$ cat src/rtl/coeff_seq_pkg.sv
// Shared definitions for the coefficient load sequencer: datapath opcodes,
// register-file addresses and the sequencer state encoding.
package coeff_seq_pkg;

  // Datapath opcodes
  localparam logic [2:0] OpNop   = 3'b000;
  localparam logic [2:0] OpCopy  = 3'b001;
  localparam logic [2:0] OpLoad1 = 3'b010;
  localparam logic [2:0] OpLoad2 = 3'b011;
  localparam logic [2:0] OpAdd   = 3'b100;
  localparam logic [2:0] OpSub   = 3'b101;
  localparam logic [2:0] OpMul   = 3'b110;

  // Datapath register file addresses
  localparam logic [3:0] R00 = 4'd0;
  localparam logic [3:0] R01 = 4'd1;
  localparam logic [3:0] R02 = 4'd2;
  localparam logic [3:0] R03 = 4'd3;
  localparam logic [3:0] R04 = 4'd4;
  localparam logic [3:0] R05 = 4'd5;
  localparam logic [3:0] R06 = 4'd6;
  localparam logic [3:0] R07 = 4'd7;
  localparam logic [3:0] R08 = 4'd8;
  localparam logic [3:0] R09 = 4'd9;
  localparam logic [3:0] R10 = 4'd10;

  typedef enum logic [2:0] {
    StIdle,
    StAcquire,
    StWaitData,
    StIssue,
    StDone
  } seq_state_e;

endpackage

$ cat src/rtl/flex_counter.sv
// Parameterised rollover counter.
// Counts 0..rollover_val_i, wrapping to 0 when enabled at the rollover value.
// Ports:
//   clk, n_rst      clock, asynchronous active-low reset
//   clear_i         synchronous clear (wins over count_enable_i)
//   count_enable_i  advance the count this cycle
//   rollover_val_i  terminal count
//   count_o         current count
//   rollover_o      count_o equals rollover_val_i
module flex_counter #(
  parameter int unsigned CntW = 4
) (
  input  logic            clk,
  input  logic            n_rst,
  input  logic            clear_i,
  input  logic            count_enable_i,
  input  logic [CntW-1:0] rollover_val_i,
  output logic [CntW-1:0] count_o,
  output logic            rollover_o
);

  logic [CntW-1:0] cnt_q, cnt_d;

  always_comb begin
    cnt_d = cnt_q;
    if (clear_i) begin
      cnt_d = '0;
    end else if (count_enable_i) begin
      if (cnt_q == rollover_val_i) begin
        cnt_d = '0;
      end else begin
        cnt_d = cnt_q + 1'b1;
      end
    end
  end

  always_ff @(posedge clk or negedge n_rst) begin
    if (!n_rst) begin
      cnt_q <= '0;
    end else begin
      cnt_q <= cnt_d;
    end
  end

  assign count_o    = cnt_q;
  assign rollover_o = (cnt_q == rollover_val_i);

endmodule

$ cat src/rtl/coeff_load_sequencer.sv
// Coefficient load sequencer.
// Waits for the FIR sample controller to go idle, takes ownership of the shared
// datapath and writes NUM_COEFF streamed coefficients into registers
// BASE_REG..BASE_REG+NUM_COEFF-1 with LOAD2 operations, then releases it.
// Optional build macro COEFF_TIMEOUT_EN: abandon the sequence after TIMEOUT_CYC
// consecutive WAIT_DATA cycles without a coefficient handshake.
// Ports:
//   clk, n_rst     clock, asynchronous active-low reset
//   load_start_i   one-cycle request to start a load sequence
//   fir_busy_i     sample controller currently owns the datapath
//   coeff_valid_i  coeff_data_i valid
//   coeff_data_i   coefficient value
//   coeff_ready_o  coefficient accepted this cycle (when valid)
//   dp_grant_o     sequencer owns the datapath
//   op_o, dest_o   datapath opcode / destination register
//   ext_data2_o    registered coefficient for LOAD2
//   coeff_idx_o    index of the next coefficient
//   coeff_done_o   one-cycle pulse at sequence completion
//   err_o          sticky protocol error
module coeff_load_sequencer
  import coeff_seq_pkg::*;
#(
  parameter int unsigned NUM_COEFF   = 4,
  parameter logic [3:0]  BASE_REG    = 4'd6,
  parameter int unsigned DATA_W      = 16,
  parameter int unsigned TIMEOUT_CYC = 255,
  localparam int unsigned IdxW = (NUM_COEFF > 1) ? $clog2(NUM_COEFF) : 1
) (
  input  logic              clk,
  input  logic              n_rst,
  input  logic              load_start_i,
  input  logic              fir_busy_i,
  input  logic              coeff_valid_i,
  input  logic [DATA_W-1:0] coeff_data_i,
  output logic              coeff_ready_o,
  output logic              dp_grant_o,
  output logic [2:0]        op_o,
  output logic [3:0]        dest_o,
  output logic [DATA_W-1:0] ext_data2_o,
  output logic [IdxW-1:0]   coeff_idx_o,
  output logic              coeff_done_o,
  output logic              err_o
);

  seq_state_e        state_q, state_d;
  logic              dp_grant_q, dp_grant_d;
  logic              coeff_done_q, coeff_done_d;
  logic              err_q, err_d;
  logic              fir_busy_q;
  logic [DATA_W-1:0] ext_data2_q, ext_data2_d;

  logic              idx_en, idx_clr, idx_last;
  logic [IdxW-1:0]   idx_q;
  logic              timeout;

  flex_counter #(
    .CntW (IdxW)
  ) u_idx_cnt (
    .clk            (clk),
    .n_rst          (n_rst),
    .clear_i        (idx_clr),
    .count_enable_i (idx_en),
    .rollover_val_i (IdxW'(NUM_COEFF - 1)),
    .count_o        (idx_q),
    .rollover_o     (idx_last)
  );

`ifdef COEFF_TIMEOUT_EN
  localparam int unsigned ToW = $clog2(TIMEOUT_CYC) + 1;

  logic           to_en, to_hit;
  logic [ToW-1:0] to_cnt;

  // Counts idle WAIT_DATA cycles; any handshake or leaving WAIT_DATA clears it.
  assign to_en = (state_q == StWaitData) && !coeff_valid_i;

  flex_counter #(
    .CntW (ToW)
  ) u_timeout_cnt (
    .clk            (clk),
    .n_rst          (n_rst),
    .clear_i        (!to_en),
    .count_enable_i (to_en),
    .rollover_val_i (ToW'(TIMEOUT_CYC - 1)),
    .count_o        (to_cnt),
    .rollover_o     (to_hit)
  );

  // The TIMEOUT_CYC-th consecutive idle cycle ends the sequence.
  assign timeout = to_en && to_hit;
`else
  assign timeout = 1'b0;
`endif

  always_comb begin
    state_d       = state_q;
    dp_grant_d    = dp_grant_q;
    coeff_done_d  = 1'b0;
    err_d         = err_q;
    ext_data2_d   = ext_data2_q;
    idx_en        = 1'b0;
    idx_clr       = 1'b0;
    coeff_ready_o = 1'b0;
    op_o          = OpNop;
    dest_o        = R00;

    // Requests while busy are flagged and dropped, never queued.
    if (state_q != StIdle && load_start_i) begin
      err_d = 1'b1;
    end
    // Sample controller grabbing the datapath while we own it.
    if (dp_grant_q && fir_busy_i && !fir_busy_q) begin
      err_d = 1'b1;
    end

    unique case (state_q)
      StIdle: begin
        if (load_start_i) begin
          err_d   = 1'b0;
          state_d = StAcquire;
        end
      end
      StAcquire: begin
        if (!fir_busy_i) begin
          dp_grant_d = 1'b1;
          state_d    = StWaitData;
        end
      end
      StWaitData: begin
        coeff_ready_o = 1'b1;
        if (coeff_valid_i) begin
          ext_data2_d = coeff_data_i;
          state_d     = StIssue;
        end else if (timeout) begin
          err_d      = 1'b1;
          dp_grant_d = 1'b0;
          idx_clr    = 1'b1;
          state_d    = StIdle;
        end
      end
      StIssue: begin
        op_o   = OpLoad2;
        dest_o = BASE_REG + 4'(idx_q);
        if (idx_last) begin
          coeff_done_d = 1'b1;
          state_d      = StDone;
        end else begin
          idx_en  = 1'b1;
          state_d = StWaitData;
        end
      end
      StDone: begin
        dp_grant_d = 1'b0;
        idx_clr    = 1'b1;
        state_d    = StIdle;
      end
      default: begin
        state_d = StIdle;
      end
    endcase
  end

  always_ff @(posedge clk or negedge n_rst) begin
    if (!n_rst) begin
      state_q      <= StIdle;
      dp_grant_q   <= 1'b0;
      coeff_done_q <= 1'b0;
      err_q        <= 1'b0;
      fir_busy_q   <= 1'b0;
      ext_data2_q  <= '0;
    end else begin
      state_q      <= state_d;
      dp_grant_q   <= dp_grant_d;
      coeff_done_q <= coeff_done_d;
      err_q        <= err_d;
      fir_busy_q   <= fir_busy_i;
      ext_data2_q  <= ext_data2_d;
    end
  end

  assign dp_grant_o   = dp_grant_q;
  assign coeff_done_o = coeff_done_q;
  assign err_o        = err_q;
  assign ext_data2_o  = ext_data2_q;
  assign coeff_idx_o  = idx_q;

endmodule
$ cat config.mk
export PLATFORM = sky130hd
export DESIGN_NAME = coeff_load_sequencer
export DESIGN_NICKNAME = d
export VERILOG_FILES = /design/src/rtl/coeff_seq_pkg.sv /design/src/rtl/flex_counter.sv /design/src/rtl/coeff_load_sequencer.sv
export SDC_FILE = /design/constraint.sdc
export NUM_CORES = 1
export LEC_CHECK = 0
export BUFFER_PORTS_ARGS = -buffer_cell sky130_fd_sc_hd__buf_2
export CAP_MARGIN = 20
export CORE_ASPECT_RATIO = 0.8
export CORE_MARGIN = 1.5
export CORE_UTILIZATION = 45
export DETAILED_ROUTE_END_ITERATION = 8
export PLACE_DENSITY_LB_ADDON = 0.1
export SYNTH_ARGS = -nofsm -noshare
export SYNTH_HDL_FRONTEND = slang
export SYNTH_SLANG_ARGS = --single-unit
export TNS_END_PERCENT = 50
$ cat constraint.sdc
create_clock -name clk -period 2.73 [get_ports clk]
set_clock_uncertainty 0.05 [all_clocks]
set_input_delay 0 -clock clk [delete_from_list [all_inputs] [get_ports clk]]
set_output_delay 0 -clock clk [all_outputs]
set_load 0.05 [all_outputs]
==> reports/metrics.csv <==
metric,value,unit
# DRC,0,
vias in the first global route,699,
DP HPWL,1439,um
wire per inst,11.42,um
syn_nets,106,
critical path startpoint category,register,
max incr delay on CP,0.50,ns
# port buffers,48,
Synth Area per Inst,13.63,um^2
GRT Total Usage,0.1563,
largest net degree at the start of global routing,26,
relative slew slack,0.6348,
crit path DAT,1.68,ns
worst path required time,2.68,ns
Longest Clk Path Bufs,2,
Cell variety after synth,26,
synthesized area,0.001145,mm^2
fmax,577.9,MHz
GR Overflow Total,0,
Fin Setup TNS,0,ns
layout cell share with drive strength beyond 1,0.4797,
RePlAce Congestion,0.7210,
CP Max Fanout,8,
post-route ant nets,0,
status,"finished, final reports clean",
warnings from Yosys,0,
clock root cell,clkbuf_4,
CP Capture Type,output port,
max-slew violations,0,
WL final,2102,um
Hold Crit Class,input port to register,
clock buffer count from CTS,3,
Setup CP Type,register to output port,
Clock Sinks,25,
"most common cell after layout, fill and taps aside",buf_2,
Post-Synthesis Cells,84,
Initial Util,0.4726,
vias,834,
max-cap viol count,0,
sequential element share of the synthesized area,0.5464,
first-pass GRT wire length,3243,um
H-tree depth,1,
Chip Width,59.39,um
Iter 0 DRT Violations,10,
part of the cycle the worst path needs,0.6339,
unrepaired setup endpoints after global routing,false,
CTS tree,done,
Final Setup Violations,0,
latest clock arrival within the worst-skew pair,0.31,ns
Final nets,171,
drt pass-1 iters,4,
DR vias/cell,4.533,
Ports,50,
"Slowest-stage cell, CP",dfrtp_1,
Core Area,0.002422,mm^2
"commonest cells after routing, fill and taps aside","buf_2, dfrtp_1, dlygate4sd3_1",
Core Rows,16,
post-CTS sizing,0,
Worst-Margin Slew,0.5478,ns
synthesis-to-finish area growth,37.27,%
clk slew on worst S/H paths,0.13,ns
antenna violations before repair,0,
Yosys reg bits,25,
min cycle time layout,1.730,ns
die area,0.002858,mm^2
"Critical Path, Cell by Cell",nand3b_1 -> inv_1 -> and2_1 -> buf_2,
Die H,48.12,um
"Hold Vio Cnt, Final",0,
n_diodes,0,
[state kept, by name (all words and copies together), names as in the netlist]
register,count
coeff_done_o,1
dp_grant_o,1
err_o,1
ext_data2_o,16
fir_busy_q,1
state_q,3
u_idx_cnt.count_o,2
[per-stage QoR]
| stage | hold WS [ns] | area [um^2] | worst slack (ns) | std cells | utilization |
|---|---|---|---|---|---|
| after floorplan | -0.3456 | 1145 | 0.7684 | 84 | - |
| after global placement | -0.02578 | 1354 | 1.164 | 161 | 0.5589 |
| after detailed placement | -0.02755 | 1354 | 1.096 | 161 | 0.5589 |
| after CTS | 0.04027 | 1572 | 0.9816 | 184 | 0.6488 |
| after global routing | 0.07288 | 1572 | 0.8915 | 184 | 0.6488 |
| final | 0.05197 | 1572 | 0.9995 | 184 | 0.6488 |
[kinds of logic after synthesis]
kind of cell / Yosys count / share of synthesized area
multiplexers: 17 / 0.1989
flip-flops: 25 / 0.5464
other: 1 / 0.003276
AND/OR/NAND/NOR: 22 / 0.1148
adder cells (fa/ha/maj): 1 / 0.01093
AO/OA/AOI/OAI: 9 / 0.05246
buffers and inverters: 9 / 0.07322
[worst paths after layout]
check | endpoint | startpoint | slack (ns) | cells past startpoint
setup / recovery | dest_o[0] | state_q[2] | 1.0 | 4
hold / removal | state_q[0] | coeff_valid_i | 0.05 | 4
setup reg to reg | ext_data2_o[1] | state_q[1] | 1.09 | 3
hold reg to reg | ext_data2_o[5] | ext_data2_o[5] | 0.47 | 1
max in group asynchronous | ext_data2_o[3] | n_rst | 2.11 | 2
min in group asynchronous | coeff_done_o | n_rst | 0.15 | 2
[cell usage after synthesis]
cell | n | share of area
dfrtp_1 | 25 | 0.55
mux2_4 | 10 | 0.13
nor2_1 | 7 | 0.023
mux2_2 | 6 | 0.059
and2_1 | 4 | 0.022
a21oi_1 | 3 | 0.013
buf_4 | 3 | 0.020
buf_6 | 3 | 0.030
nand2_1 | 3 | 0.0098
inv_1 | 2 | 0.0066
nand3b_1 | 2 | 0.013
nor3_1 | 2 | 0.0087
a211oi_1 | 1 | 0.0066
a22oi_1 | 1 | 0.0066
a311oi_1 | 1 | 0.0077
and2_4 | 1 | 0.0077
buf_12 | 1 | 0.017
conb_1 | 1 | 0.0033
ha_1 | 1 | 0.011
mux2i_1 | 1 | 0.0087
nor3b_1 | 1 | 0.0066
nor3b_4 | 1 | 0.016
o21a_1 | 1 | 0.0066
o21ai_0 | 1 | 0.0044
o32ai_1 | 1 | 0.0077
or2b_2 | 1 | 0.0077
[critical path: cells and delay by family (launching register included)]
| family | cells | cell delay (ns) |
|---|---|---|
| buffers and inverters | 2 | 0.43 |
| and+or+nand+nor | 2 | 0.43 |
| DFF | 1 | 0.50 |
[what timing repair did]
action,CTS,global route
hold buffers,19,0
buffers inserted,0,0
endpoints found under the hold margin,43,0
[layout make-up]
type	count	area, um^2
fillers	199	850.8
inverters	2	7.507
clock buffers	3	22.52
multi-input cells	50	435.4
clock inverters	1	5.005
well taps	36	45.04
repair buffers	67	430.4
flip-flops and latches	25	625.6
[metal layers]
| layer | share of wire | track usage | wire length [um] |
|---|---|---|---|
| met5 | 0 | 0 | 0 |
| met4 | 0 | 0.01364 | 0 |
| met3 | 0.071 | 0.05570 | 150 |
| met1 | 0.47 | 0.2109 | 992 |
| met2 | 0.46 | 0.2571 | 959 |
Power is left out: the tool's default activity adds up to more than one toggle a clock period on the data nets, which glitch-free logic cannot reach.
